## src/rtl/ntt_pkg.sv

```systemverilog
// Shared types and constant helpers for the NTT zeta address path.
package ntt_pkg;

  typedef enum logic [1:0] {IDLE, RUN, DONE} zeta_fsm_e;

  localparam int ZETA_ADDR_WIDTH = 7;
  typedef logic [ZETA_ADDR_WIDTH-1:0] zeta_addr_t;

  // Width helper that never returns zero, so one-value counters still get a bit.
  function automatic int clog2w(input int v);
    return (v > 1) ? $clog2(v) : 1;
  endfunction

  function automatic int beats_of(input int n, input int nbu);
    return n / (2 * nbu);
  endfunction

  function automatic int stages_of(input int n);
    return $clog2(n) - 1;
  endfunction

endpackage

```

## src/rtl/zeta_lane_addr.sv

```systemverilog
// One lane's zeta address: base + j/len with base = N/(2*len), all as shifts.
// Optional macro ZETA_INV_MIRROR_EN mirrors INTT addresses within each stage group.
module zeta_lane_addr
  import ntt_pkg::*;
#(
  parameter int N          = 256,
  parameter int NUM_BU     = 8,
  parameter int ADDR_WIDTH = 7,
  parameter int LANE       = 0,
  localparam int L2W       = clog2w($clog2(N)),
  localparam int BW        = clog2w(beats_of(N, NUM_BU))
) (
  input  logic [L2W-1:0]        len_log2,
  input  logic [BW-1:0]         beat,
  input  logic                  is_ntt,
  output logic [ADDR_WIDTH-1:0] addr
);

  localparam int LOG2N = $clog2(N);
  localparam int BEATS = beats_of(N, NUM_BU);
  localparam int W     = ADDR_WIDTH + 2;

  logic [L2W-1:0] sh;
  logic [W-1:0]   j;
  logic [W-1:0]   base;
  logic [W-1:0]   raw;

  always_comb begin
    sh   = L2W'(LOG2N - 1) - len_log2;
    j    = W'(LANE * BEATS) + W'(beat);
    base = W'(1) << sh;
    raw  = base + (j >> len_log2);
  end

`ifdef ZETA_INV_MIRROR_EN
  // 3*base-1-raw walks the group [base, 2*base) from the top down.
  logic [W-1:0] mir;
  logic [1:0]   unused_hi;
  always_comb mir = (base << 1) + base - W'(1) - raw;
  assign addr      = is_ntt ? raw[ADDR_WIDTH-1:0] : mir[ADDR_WIDTH-1:0];
  assign unused_hi = is_ntt ? raw[W-1:ADDR_WIDTH] : mir[W-1:ADDR_WIDTH];
`else
  logic [2:0] unused_bits;
  assign addr        = raw[ADDR_WIDTH-1:0];
  assign unused_bits = {is_ntt, raw[W-1:ADDR_WIDTH]};
`endif

endmodule

```

## src/rtl/zeta_addr_gen.sv

```systemverilog
// Walks every stage/beat of an NTT or INTT, emitting NUM_BU zeta addresses per beat (macro ZETA_INV_MIRROR_EN).
// Latency: first beat valid 1 cycle after start; one beat per cycle when zeta_ready stays high.
// Backpressure: outputs hold while zeta_valid & !zeta_ready; next beat is precomputed so there are no bubbles.
module zeta_addr_gen
  import ntt_pkg::*;
#(
  parameter int N          = 256,
  parameter int NUM_BU     = 8,
  parameter int ADDR_WIDTH = 7,
  parameter int LEN_WIDTH  = 8,
  localparam int BW        = clog2w(beats_of(N, NUM_BU))
) (
  input  logic                         clk,
  input  logic                         rst_n,
  input  logic                         start,
  input  logic                         is_ntt,
  input  logic                         zeta_ready,
  output logic                         zeta_valid,
  output logic [NUM_BU*ADDR_WIDTH-1:0] addr_zeta,
  output logic [LEN_WIDTH-1:0]         len_o,
  output logic [BW-1:0]                beat_o,
  output logic                         busy,
  output logic                         done
);

  localparam int LOG2N = $clog2(N);
  localparam int BEATS = beats_of(N, NUM_BU);
  localparam int L2W   = clog2w(LOG2N);

  localparam logic [L2W-1:0] LEN_LOG2_MAX = L2W'(LOG2N - 1);
  localparam logic [L2W-1:0] LEN_LOG2_MIN = L2W'(1);
  localparam logic [BW-1:0]  BEAT_LAST    = BW'(BEATS - 1);

  zeta_fsm_e state, state_n;
  logic      mode, mode_n;
  logic [L2W-1:0] len_log2, len_log2_n;
  logic [BW-1:0]  beat_n;
  logic      valid_n, busy_n, done_n, load;
  logic      hs, last_beat, last_stage;
  logic [NUM_BU*ADDR_WIDTH-1:0] addr_n;

  assign hs         = zeta_valid & zeta_ready;
  assign last_beat  = (beat_o == BEAT_LAST);
  assign last_stage = mode ? (len_log2 == LEN_LOG2_MIN) : (len_log2 == LEN_LOG2_MAX);

  always_comb begin
    state_n    = state;
    mode_n     = mode;
    len_log2_n = len_log2;
    beat_n     = beat_o;
    valid_n    = zeta_valid;
    busy_n     = busy;
    done_n     = 1'b0;
    load       = 1'b0;
    case (state)
      IDLE: begin
        if (start) begin
          state_n    = RUN;
          mode_n     = is_ntt;
          len_log2_n = is_ntt ? LEN_LOG2_MAX : LEN_LOG2_MIN;
          beat_n     = '0;
          valid_n    = 1'b1;
          busy_n     = 1'b1;
          load       = 1'b1;
        end
      end
      RUN: begin
        if (hs) begin
          if (last_beat && last_stage) begin
            state_n = DONE;
            valid_n = 1'b0;
            busy_n  = 1'b0;
            done_n  = 1'b1;
          end else begin
            load = 1'b1;
            if (last_beat) begin
              beat_n     = '0;
              len_log2_n = mode ? (len_log2 - L2W'(1)) : (len_log2 + L2W'(1));
            end else begin
              beat_n = beat_o + BW'(1);
            end
          end
        end
      end
      DONE:    state_n = IDLE;
      default: state_n = IDLE;
    endcase
  end

  // Lanes see the next beat so the registered outputs update in the handshake cycle.
  for (genvar i = 0; i < NUM_BU; i++) begin : g_lane
    zeta_lane_addr #(
      .N          (N),
      .NUM_BU     (NUM_BU),
      .ADDR_WIDTH (ADDR_WIDTH),
      .LANE       (i)
    ) u_lane (
      .len_log2 (len_log2_n),
      .beat     (beat_n),
      .is_ntt   (mode_n),
      .addr     (addr_n[i*ADDR_WIDTH +: ADDR_WIDTH])
    );
  end

  always_ff @(posedge clk or negedge rst_n) begin
    if (!rst_n) begin
      state      <= IDLE;
      mode       <= 1'b0;
      len_log2   <= '0;
      beat_o     <= '0;
      zeta_valid <= 1'b0;
      busy       <= 1'b0;
      done       <= 1'b0;
      addr_zeta  <= '0;
      len_o      <= '0;
    end else begin
      state      <= state_n;
      mode       <= mode_n;
      zeta_valid <= valid_n;
      busy       <= busy_n;
      done       <= done_n;
      if (load) begin
        len_log2  <= len_log2_n;
        beat_o    <= beat_n;
        addr_zeta <= addr_n;
        len_o     <= LEN_WIDTH'(1) << len_log2_n;
      end
    end
  end

endmodule
```

## config.mk

```make
export PLATFORM = sky130hd
export DESIGN_NAME = zeta_addr_gen
export DESIGN_NICKNAME = d
export VERILOG_FILES = /design/src/rtl/ntt_pkg.sv /design/src/rtl/zeta_lane_addr.sv /design/src/rtl/zeta_addr_gen.sv
export SDC_FILE = /design/constraint.sdc
export NUM_CORES = 1
export LEC_CHECK = 0
export ABC_AREA = 1
export CORE_MARGIN = 2
export CORE_UTILIZATION = 47
export CTS_CLUSTER_SIZE = 40
export DETAILED_ROUTE_END_ITERATION = 8
export PLACE_DENSITY = 0.74
export SLEW_MARGIN = 20
export SYNTH_ARGS = -nofsm -noshare
export SYNTH_HDL_FRONTEND = slang
export SYNTH_HIERARCHICAL = 1
export SYNTH_SLANG_ARGS = --single-unit
```

## constraint.sdc

```tcl
create_clock -name clk -period 5.07 [get_ports clk]
set_input_delay 1.014 -clock clk [delete_from_list [all_inputs] [get_ports clk]]
set_output_delay 1.014 -clock clk [all_outputs]
set_load 0.02 [all_outputs]
```

## Yosys cells after proc, flatten, opt, wreduce, memory -nomap -nowiden

Index checks and enable logic that the tools add are counted.

- Output and inout bits: 71
- Bits of input ports: 5
- Logic and storage cells: 79
- Register bits: 76

- Mux-type cells: 28
- Shifts and indexed selects: 10
- Eq/ne operators: 7
- Reductions and logical operators: 6
- Add/subtract/negate cells: 19
- Bitwise logic cells: 1

Operator list:

| operator | count |
|---|---|
| $shr A9 B3 Y7 | 7 |
| $add A7 B7 Y7 | 8 |
| $add A7 B4 Y8 const A | 4 |
| $mux W3 | 6 |
| $mux W4 | 4 |
| $add A6 B4 Y7 const A | 2 |
| $mux W1 | 10 |
| $pmux W4 S2 | 1 |
| $shl A1 B3 Y8 const A | 1 |
| $shl A1 B3 Y7 const A | 1 |
| $shr A4 B3 Y7 | 1 |
| $add A5 B4 Y6 const A | 1 |
| $mux W2 | 3 |
| $ne A2 B2 Y1 const B | 3 |
| $pmux W3 S2 | 1 |
| $add A4 B1 Y4 const B | 1 |
| $eq A4 B4 Y1 const B | 1 |
| $pmux W1 S2 | 2 |
| $pmux W2 S2 | 1 |
| $reduce_and A4 Y1 | 1 |
| $add A3 B1 Y3 const B | 1 |
| $eq A3 B1 Y1 const B | 1 |
| $eq A3 B3 Y1 const B | 1 |
| $reduce_and A3 Y1 | 1 |
| 8 further kinds | 8 |

## Depth between registers and ports, before layout

Gate-level depths: netlist of run 1.

- Depth in word-level cells: 9
- Mapped depth: 28
- Mapped depth without buffers: 28

## Cells and area by module

The synthesis of run 1 kept the hierarchy.

By module, submodules not included:

| module | sequential area each (um2) | area each (um2) | cells an instance | instances |
|---|---|---|---|---|
| zeta_addr_gen | 1901.8 | 3301.9 | 389 | 1 |
| zeta_lane_addr at g_lane[6].u_lane | 0.0 | 480.5 | 86 | 1 |
| zeta_lane_addr at g_lane[5].u_lane | 0.0 | 450.4 | 84 | 1 |
| zeta_lane_addr at g_lane[7].u_lane | 0.0 | 440.4 | 76 | 1 |
| zeta_lane_addr at g_lane[1].u_lane | 0.0 | 427.9 | 79 | 1 |
| zeta_lane_addr at g_lane[4].u_lane | 0.0 | 390.4 | 69 | 1 |
| zeta_lane_addr at g_lane[3].u_lane | 0.0 | 377.9 | 69 | 1 |
| zeta_lane_addr at g_lane[2].u_lane | 0.0 | 314.1 | 58 | 1 |
| zeta_lane_addr at g_lane[0].u_lane | 0.0 | 265.3 | 49 | 1 |

## Least setup slack after synthesis of run 1

No wires, ideal clock.

- Kind: input-to-reg
- Start: input port start
- End: register addr_zeta[34]
- Arrival time: 4.343 ns
- Required time: 4.954 ns
- Setup time: 0.116 ns
- Slack: 0.611 ns
- Stages on the path: 21
- Path buffers: 1
- Path through: inv_1 > o21ai_2 > buf_2 > o21ai_0 > inv_1 > nand2_1 > o21ai_0 > nor2_1 > o21ai_0 > nand2_1 > ha_1 > inv_1 > fa_1 > inv_1 > nand2_1 > a21oi_1 > nand3_2 > nand3_1 > nand2_1 > nand2_1 > nand2_1

- Cells in the longest elaborated chain, start to end: 5
- Elaborated cells on any way between the ends: 11
- Classes of those cells: add/sub: 3; shift: 2; mux: 6

Ends and longest elaborated chain:

| what | line | source |
|---|---|---|
| start, declared | zeta_addr_gen.sv:15 | `input logic start,` |
| $mux W4 | zeta_addr_gen.sv:57 | `if (start) begin` |
| $pmux W4 S2 | zeta_addr_gen.sv:55 | `case (state)` |
| named net beat_n[3] | zeta_addr_gen.sv:37 | `logic [BW-1:0] beat_n;` |
| $add A7 B4 Y8 | zeta_lane_addr.sv:30 | `j = W'(LANE * BEATS) + W'(beat);` |
| $shr A9 B3 Y7 | zeta_lane_addr.sv:32 | `raw = base + (j >> len_log2);` |
| $add A7 B7 Y7 | zeta_lane_addr.sv:32 |  |
| named net addr_n[34] | zeta_addr_gen.sv:40 | `logic [NUM_BU*ADDR_WIDTH-1:0] addr_n;` |
| end signal, assigned | zeta_addr_gen.sv:125 | `addr_zeta <= addr_n;` |
| end, declared | zeta_addr_gen.sv:19 | `output logic [NUM_BU*ADDR_WIDTH-1:0] addr_zeta,` |

The timed path passes the listed nets, and every way through them passes these cells.
A chain may end at the register's enable or synchronous reset.

## Worst setup path after layout of run 1

- Start: input port start
- End: register addr_zeta[41]

- Cells in the longest elaborated chain, start to end: 5
- Elaborated cells on any way between the ends: 11
- Classes of those cells: add/sub: 3; shift: 2; mux: 6

Ends and longest elaborated chain:

| what | line | source |
|---|---|---|
| $mux W3 (*) | zeta_addr_gen.sv:57 |  |
| $pmux W3 S2 (*) | zeta_addr_gen.sv:55 |  |
| named net len_log2_n[1] | zeta_addr_gen.sv:36 | `logic [L2W-1:0] len_log2, len_log2_n;` |
| $sub A3 B3 Y3 | zeta_lane_addr.sv:29 | `sh = L2W'(LOG2N - 1) - len_log2;` |
| $shl A1 B3 Y7 | zeta_lane_addr.sv:31 | `base = W'(1) << sh;` |
| $add A7 B7 Y7 (*) | zeta_lane_addr.sv:32 |  |
| named net addr_n[41] | zeta_addr_gen.sv:40 |  |

The timed path passes the listed nets; every way through them passes the cells marked *.

==> results of run 1 <==
[cells by family after synthesis]
| family | Yosys count | synth area share [%] |
|---|---|---|
| fa+ha+maj | 53 | 11.21 |
| flops | 76 | 29.49 |
| compound gates | 70 | 6.636 |
| xor+xnor | 21 | 2.852 |
| buf+inv | 164 | 11.23 |
| simple gates | 575 | 38.57 |
[through the flow]
stage | hold WS [ns] | setup WS (ns) | cells | cell area, um^2 | util (%)
6_report | 0.4760 | 0.8858 | 1214 | 7652 | 57.56
3_3_place_gp | 0.4615 | 0.6248 | 1198 | 7335 | 55.17
2_1_floorplan | 0.5437 | 0.6111 | 959 | 6449 | -
3_5_place_dp | 0.4642 | 0.5199 | 1198 | 7335 | 55.17
4_1_cts | 0.4806 | 0.8527 | 1214 | 7652 | 57.56
5_1_grt | 0.5004 | 0.5255 | 1214 | 7652 | 57.56
[registers in the layout, summed over array words and instances (netlist names)]
name,count
beat_o,4
busy,1
len_o,8
done,1
mode,1
state,2
addr_zeta,56
len_log2,3
[final cells by class]
class | count | area (um^2) | area share (%)
Clock buffer | 11 | 242.7 | 3.172
Sequential cell | 76 | 1902 | 24.85
Multi-Input combinational cell | 719 | 3836 | 50.13
Tap cell | 176 | 220.2 | 2.878
Clock inverter | 5 | 75.07 | 0.9810
Timing Repair Buffer | 85 | 835.8 | 10.92
Inverter | 142 | 540.5 | 7.063
[placed cells by master (no fill, tap or decap), types with 11 or more instances in the layout]
cell type	synthesis	layout
clkdlybuf4s50_1	0	74
nor2_1	60	60
dfrtp_1	76	76
nor2_2	13	13
nand2_2	20	20
inv_1	116	116
o21ai_0	18	16
xor2_1	11	11
ha_1	45	45
nand2_1	377	377
nand3_1	65	63
inv_2	24	24
a21oi_1	19	19
[cell usage after synthesis]
| master | n |
|---|---|
| a211oi_1 | 1 |
| a21o_1 | 1 |
| a21oi_1 | 19 |
| a21oi_2 | 1 |
| a21oi_4 | 1 |
| a41oi_1 | 1 |
| and2_1 | 1 |
| buf_2 | 6 |
| buf_4 | 7 |
| buf_6 | 9 |
| clkinv_4 | 1 |
| dfrtp_1 | 76 |
| fa_1 | 8 |
| ha_1 | 45 |
| inv_1 | 116 |
| inv_2 | 24 |
| inv_4 | 1 |
| nand2_1 | 377 |
| nand2_2 | 20 |
| nand2_4 | 4 |
| nand3_1 | 65 |
| nand3_2 | 7 |
| nand3b_1 | 2 |
| nand4_1 | 7 |
| nor2_1 | 60 |
| nor2_2 | 13 |
| nor2_4 | 5 |
| nor3_1 | 10 |
| nor3_2 | 1 |
| o211ai_1 | 5 |
| o21a_1 | 1 |
| o21ai_0 | 18 |
| o21ai_1 | 7 |
| o21ai_2 | 6 |
| o21bai_1 | 4 |
| o22ai_1 | 5 |
| or2_0 | 1 |
| or2_1 | 1 |
| or2_2 | 1 |
| xnor2_1 | 10 |
| xor2_1 | 11 |
[worst min-delay path, delay by kind of cell, from the launching register on]
| family | cells | cell delay (ns) |
|---|---|---|
| and+or+nand+nor | 2 | 0.10 |
| DFF | 1 | 0.34 |
[final timing paths]
check                                   from            end  slack [ns]  cells past startpoint
worst max-delay path                   start  addr_zeta[41]        0.89                     23
max in group asynchronous              rst_n  addr_zeta[52]        3.62                      1
worst min-delay path            addr_zeta[3]   addr_zeta[3]        0.48                      2
worst max register to register   len_log2[0]  addr_zeta[34]        1.25                     24
min in group asynchronous              rst_n   addr_zeta[8]        0.80                      1
worst min register to register  addr_zeta[3]   addr_zeta[3]        0.48                      2
[per-layer routing]
layer / GRT usage, % / share of wire [%]
met5: 0 / 0
met4: 6.825 / 1.6
met3: 2.773 / 4.1
met2: 34.41 / 47
met1: 27.28 / 47
==> qor.csv, run 1 <==
metric;value;unit
status;finished clean;
worst_pin_slew;0.9678;ns
initial_core_util;48.50;%
clk_path_buf_depth;2;
synthesis.area;6449;um^2
crit_family;simple AND/OR/NAND/NOR gates;
drive_gt1_share;10.98;%
clkTransAtPathRegs;0.05;ns
area_delta_synth_final;18.67;%
synth_area_leaders;dfrtp_1 (29%), nand2_1 (22%), ha_1 (8.7%), inv_1 (6.8%), nand3_1 (5.0%);
criticalPathCategory;in2reg;
slowest_delay;0.45;ns
yosysUniqueCellTypes;41;
grt_first_pass_wirelength;24810;um
drt-total-wl;14030;um
finClkSkew;0.004854;ns
antenna_found_initial;0;
drtAntennaViolNets;0;
crit_buf_inv;5;
fill_cells;1295;
critPathCaptureType;flip-flop;
htreeDepth;3;
grt_pass1_vias;5546;
crit_top_cell;nand2_1;
start_kind;input pin;
ys_ff_latch;76;
wl_per_cell;11.55;um
drv_cap;0;
clkLatencyLatePin;0.35;ns
cts_buffers;9;
dp_hpwl;10030;um
vias;5969;
grtUsageTotal;20.51;%
place_congestion;0.8706;
slew_viol_final;0;
drtIter0Drc;320;
cts_tree;yes;
cts_resized;0;
crit_required;5.35;ns
rsz0062_at_grt;no;
path_max_fanout;56;
drtPass1Iterations;5;
portBuffers;75;
path_cells;clkdlybuf4s50_1, inv_1, o21ai_2, o21ai_2, inv_2, nand2_4, nor2_1, nand2_1, nand3_1, a21oi_1, a21oi_1, ha_1, inv_1, fa_1, inv_1, nand2_1, nand2_1, nand2_1, o21bai_1, nand2_1, nand2_1, nand2_1, nand2_1;
fin_crit;4.184;ns
yosys_warnings;6;
grt_max_degree;77;
ctsHoldBuffers;0;
diodes;0;
fin_crit_sh;82.53;%
dieWidth;121.1;um
max_freq;0.2390;GHz
syn-num-nets;1017;
finalHoldViolations;0;
num_rows;42;
cts_setup_buffers;0;
io_pins;76;
crit_arrival;4.46;ns
synth_largest_area_cell;dfrtp_1;
cts.root.buffer_cell;clkbuf_16;
core;13300;um^2
die_y;121.1;um
grt_overflow;0;
ys_seq_area_share;29.49;%
syn_inst;959;
clock_sinks;76;
tns;0;ns
vias_per_cell;4.917;
finalNetCount;1091;
critPathSlowestCell;clkdlybuf4s50_1;
yosysTopAreaCellShare;29.49;%
drc;0;
setup_violations;0;
relSlewSlack;35.38;%
die-area;14670;um^2
avgSynthCellArea;6.724;um^2
worstHoldPathType;reg2reg;
Power of run 1 is left out: the tool's default activity adds up to more than one toggle a clock period on the data nets, which glitch-free logic cannot reach.
==> inputs of run 2 (changes only) <==
- PLACE_DENSITY: 0.74 -> 0.77
- clock period: 5.07 -> 3.6 ns (I/O delays scaled with it)
==> run 2 against run 1 <==
Sequential cell count is the same. Via count increased by 11%. Die area did not move. Register-to-register slack got worse by 1.0 ns. Global-route usage increased by 2.2 points. Final cell count is 12% higher. Sequential share of layout area is 3.3 points lower. Design area grew 15%. Critical path type is now reg2reg. Critical endpoint is now addr_zeta[34].
==> qor.csv, run 2 (synthesis results as in run 1) <==
metric;value;unit;change
dieWidth;121.1;um;unchanged
crit_buf_inv;3;;was 5
m1WireLength;7500;um;was 6634 um
grt_overflow;0;;unchanged
drtIter0Drc;364;;was 320
slew_viol_final;0;;unchanged
place_congestion;0.8778;;was 0.8706
largest_reg_flops;56;;unchanged
finClkSkew;0.006327;ns;was 0.004854 ns
fin_crit_sh;94.41;%;
status;finished clean;;unchanged
start_kind;flip-flop;;was input pin
largestRegisters;addr_zeta: 56 flops, len_o: 8 flops, beat_o: 4 flops;;unchanged
crit_required;3.88;ns;was 5.35 ns
wl_met3;619;um;was 580 um
setup_violations;0;;unchanged
fin_crit;3.399;ns;
cts_buffers;9;;unchanged
drive_gt1_share;22.88;%;was 10.98%
r2r_slack;0.20;ns;was 1.25 ns
grt_pass1_vias;6227;;was 5546
die-area;14670;um^2;unchanged
io_pins;76;;unchanged
final_common_cell;nand2_1;;unchanged
critPathSlowestCell;dfrtp_1;;was clkdlybuf4s50_1
clkTransAtPathRegs;0.06;ns;was 0.05 ns
critPathCaptureType;flip-flop;;unchanged
slowest_delay;0.39;ns;was 0.45 ns
wl_per_cell;12.03;um;was 11.55 um
criticalPathCategory;reg2reg;;was in2reg
crit_top_cell;nand2_1;;unchanged
drtPass1Iterations;5;;unchanged
top_layer;met4;;unchanged
worst_pin_slew;0.7019;ns;was 0.9678 ns
top_register;addr_zeta;;unchanged
area_delta_synth_final;36.53;%;was 18.67%
num_rows;42;;unchanged
most-common-layout-cells;nand2_1 (375), buf_4 (147), inv_1 (115);;was nand2_1 (377), inv_1 (116), dfrtp_1 (76)
clock_sinks;76;;unchanged
portBuffers;75;;unchanged
worstHoldPathType;in2async;;was reg2reg
drv_cap;0;;unchanged
max_freq;0.2942;GHz;
crit_family;simple AND/OR/NAND/NOR gates;;unchanged
antenna_found_initial;0;;unchanged
rsz0062_at_grt;yes;;was no
htreeDepth;3;;unchanged
drc;0;;unchanged
relSlewSlack;53.21;%;was 35.38%
cts.root.buffer_cell;clkbuf_16;;unchanged
grtUsageTotal;22.75;%;was 20.51%
dr_wl_met2;7941;um;was 6590 um
crit_arrival;3.68;ns;was 4.46 ns
clk_path_buf_depth;2;;unchanged
final_core_util;66.22;%;was 57.56%
vias_per_cell;4.865;;was 4.917
grt_first_pass_wirelength;27160;um;was 24810 um
drtAntennaViolNets;0;;unchanged
core;13300;um^2;unchanged
die_y;121.1;um;unchanged
cts_tree;yes;;unchanged
initial_core_util;48.50;%;unchanged
path_max_fanout;7;;was 56
finalHoldViolations;0;;unchanged
clkLatencyLatePin;0.35;ns;about the same
vias;6597;;was 5969
grt_max_degree;77;;unchanged
drt-total-wl;16320;um;was 14030 um
dp_hpwl;11600;um;was 10030 um
finalNetCount;1234;;was 1091
diodes;0;;unchanged
[run 2: changes by cell type in the layout (fill, tap and decap cells not counted), sizes merged]
cell,delta
nand3,+1
clkinv,-1
clkbuf,+2
bufinv,-2
buf,+142
[run 2: layout make-up]
type                       count  area, um^2
sequential                    76        1902
multi-input combinational    720        3918
fill                        1136        4491
clock inverter                 2       10.01
clock buffer                  13       260.3
inverter                     142       540.5
tap                          176       220.2
timing repair buffer         227        1954
[run 2: path summary, 6_finish.rpt]
check,from,to,cells after the start
hold reg to reg,addr_zeta[2],addr_zeta[2],2
max in group asynchronous,rst_n,addr_zeta[29],2
min in group clk,addr_zeta[2],addr_zeta[2],2
hold / removal,rst_n,addr_zeta[11],1
setup / recovery,len_log2[0],addr_zeta[34],25
setup reg to reg,len_log2[0],addr_zeta[34],25
[run 2: per-stage QoR]
step	cell area [um^2]	instances	setup slack (ns)	hold WS [ns]	TNS, ns
2_1_floorplan	6466	959	-0.06803	0.4244	-0.06803
3_3_place_gp	8324	1326	-0.1407	0.4608	-1.408
3_5_place_dp	8324	1326	-0.2173	0.4637	-3.319
4_1_cts	8594	1341	0.08914	0.4810	0
5_1_grt	8805	1356	-0.06091	0.3523	-0.1528
6_report	8805	1356	0.2012	0.3236	0
[run 2: what timing repair did]
action                                  4_1_cts  5_1_grt
setup buffers                                 0       13
endpoints found under the setup margin        0       27
resized for setup                             0       23
hold buffers                                  0        0
[run 2: per-layer routing]
metal | vias up | global-route usage (%)
met4 | 0 | 7.256
li1 | 3413 | -
met2 | 129 | 39.82
met3 | 22 | 3.853
met1 | 3033 | 28.51
met5 | - | 0
Power of run 2 is left out for the same reason.
==> patch (settings of run 2) <==
Make the reset (`rst_n`) synchronous in one clocked block.
--- a/src/rtl/zeta_addr_gen.sv
+++ b/src/rtl/zeta_addr_gen.sv
@@ -102,7 +102,7 @@
     );
   end
 
-  always_ff @(posedge clk or negedge rst_n) begin
+  always_ff @(posedge clk) begin
     if (!rst_n) begin
       state      <= IDLE;
       mode       <= 1'b0;
Function: differs if rst_n is asserted again (counterexample within 4 cycles, from zero or initial values and one cycle with rst_n low); with rst_n held inactive, the same outputs for 10 cycles.
==> patch against run 2 <==
  * Utilization fell by 0.084 points
  * Global-route usage up 0.60 points
  * Critical endpoint is now addr_zeta[25]
  * Count of clock-buffer cells in the layout decreased by 4
  * Setup slack got worse by 0.052 ns
  * Wire length increased by 2.4%
  * Sequential cell count stayed put
  * Maximum frequency decreased by 1.5%
  * Critical path type is now input pin to register
  * Design area fell by 1.7%
  * Synthesized area is 3.6% lower
  * Highest routed layer unchanged
Power is left out: it rests on default switching activity, and per cell area and clock period it moved more than threefold.
==> patch: results (changes against run 2) <==
wl_mm: 16.7  # was 16.3 mm
fin_skew_ns: 0.00815  # was 0.00633 ns
cts_htree_levels: 3  # unchanged
cts_made_buffers: 9  # unchanged
fin_nets: 1248  # was 1,234
vias: 6768  # was 6,597
biggestRegsByFlops: "addr_zeta: 56 flops, len_o: 8 flops, beat_o: 4 flops"  # unchanged
crit-reg2reg-launch: "len_log2[0]"  # unchanged
post_dp_cell_area_sq_mm: 0.00816  # was 0.00832 sq mm
fillCellCount: 1096  # was 1,136
insertion_delay_ns: 0.35  # about the same
fin_crit_sh: 0.958  # was 0.944
critPathArrivalTime_ns: 3.70  # was 3.68 ns
r2r-end: "addr_zeta[25]"  # was addr_zeta[34]
port_buffers: 75  # unchanged
drtIter0Drc: 422  # was 364
worst-r2r-cell-count: 21  # was 25
grt_first_pass_wirelength_mm: 27.8  # was 27.2 mm
detailed_routing_iterations_pass_1: 5  # unchanged
setup.reg_to_reg.worst_slack_ns: 0.20
timing_worst_slew_pin_value_ns: 0.596  # was 0.702 ns
grt_pass1_vias: 6396  # was 6,227
dpl.hpwl_mm: 11.9  # was 11.6 mm
holdCritPathClass: "register to register"  # was input pin to asynchronous set/reset pin
grt_start_max_net_pins: 64  # was 77
place_congestion: 0.892  # was 0.878
result_of_the_run: "finished clean"  # unchanged
worst-path-max-fanout: 7  # unchanged
drive_gt1_frac: 0.244  # was 0.229
synth_nets: 1034  # was 1,017
tot_gr_track_use: 0.233  # was 0.227
holdCritStartpoint: "len_o[5]"
patch: stage by stage:
step	TNS [ns]	std cells	hold WS, ns	setup slack, ns
3_5_place_dp	-6.82	1345	0.456	-0.324
6_report	0	1371	0.465	0.150
2_1_floorplan	-0.0144	976	0.539	-0.0144
3_3_place_gp	-3.92	1345	0.459	-0.206
5_1_grt	-0.0225	1371	0.485	-0.0156
4_1_cts	0	1361	0.467	0.0367
patch: worst max path at each step:
stage | from | slack (ns) | end
finish | start | 0.15 | addr_zeta[25]
global route | start | -0.02 | addr_zeta[13]
floorplan | start | -0.01 | addr_zeta[34]
global placement | zeta_ready | -0.21 | addr_zeta[55]
CTS | zeta_ready | 0.04 | addr_zeta[41]
detailed placement | zeta_ready | -0.32 | addr_zeta[41]
patch: routing by layer:
layer,up-vias,global-route usage,wire length [um]
li1,3499,-,-
met1,3085,0.291,7450
met2,155,0.405,8160
met3,29,0.0441,737
met4,0,0.0766,357
met5,-,0,0
patch: final cells by class:
cell class                      count  area, sq um  area share
Clock buffer                        9          225      0.0260
Sequential cell                    76         1530       0.177
Timing Repair Buffer              230         1970       0.228
Multi-Input combinational cell    727         4070       0.470
Tap cell                          176          220      0.0254
Clock inverter                      7         82.6     0.00954
Inverter                          146          556      0.0642
patch: repair_timing:
item                                    4_1_cts  5_1_grt
setup buffers                                 0        8
endpoints found under the setup margin        0       31
gates resized for setup                       0       43
patch: worst max-delay path, stage by stage:
cell                              delay (ns)
sky130_fd_sc_hd__clkdlybuf4s50_1        0.46
sky130_fd_sc_hd__inv_1                  0.07
sky130_fd_sc_hd__a21oi_2                0.20
sky130_fd_sc_hd__buf_4                  0.17
sky130_fd_sc_hd__o21ai_0                0.09
sky130_fd_sc_hd__inv_2                  0.13
sky130_fd_sc_hd__nand2_2                0.14
sky130_fd_sc_hd__buf_4                  0.17
sky130_fd_sc_hd__buf_4                  0.15
sky130_fd_sc_hd__nand2_1                0.09
sky130_fd_sc_hd__o21a_1                 0.13
sky130_fd_sc_hd__ha_1                   0.19
sky130_fd_sc_hd__inv_1                  0.07
sky130_fd_sc_hd__fa_1                   0.40
sky130_fd_sc_hd__nor2_2                 0.15
sky130_fd_sc_hd__nand3_1                0.10
sky130_fd_sc_hd__nand3_1                0.08
sky130_fd_sc_hd__nand2_1                0.05
sky130_fd_sc_hd__nor2_1                 0.09
sky130_fd_sc_hd__nor2_1                 0.05
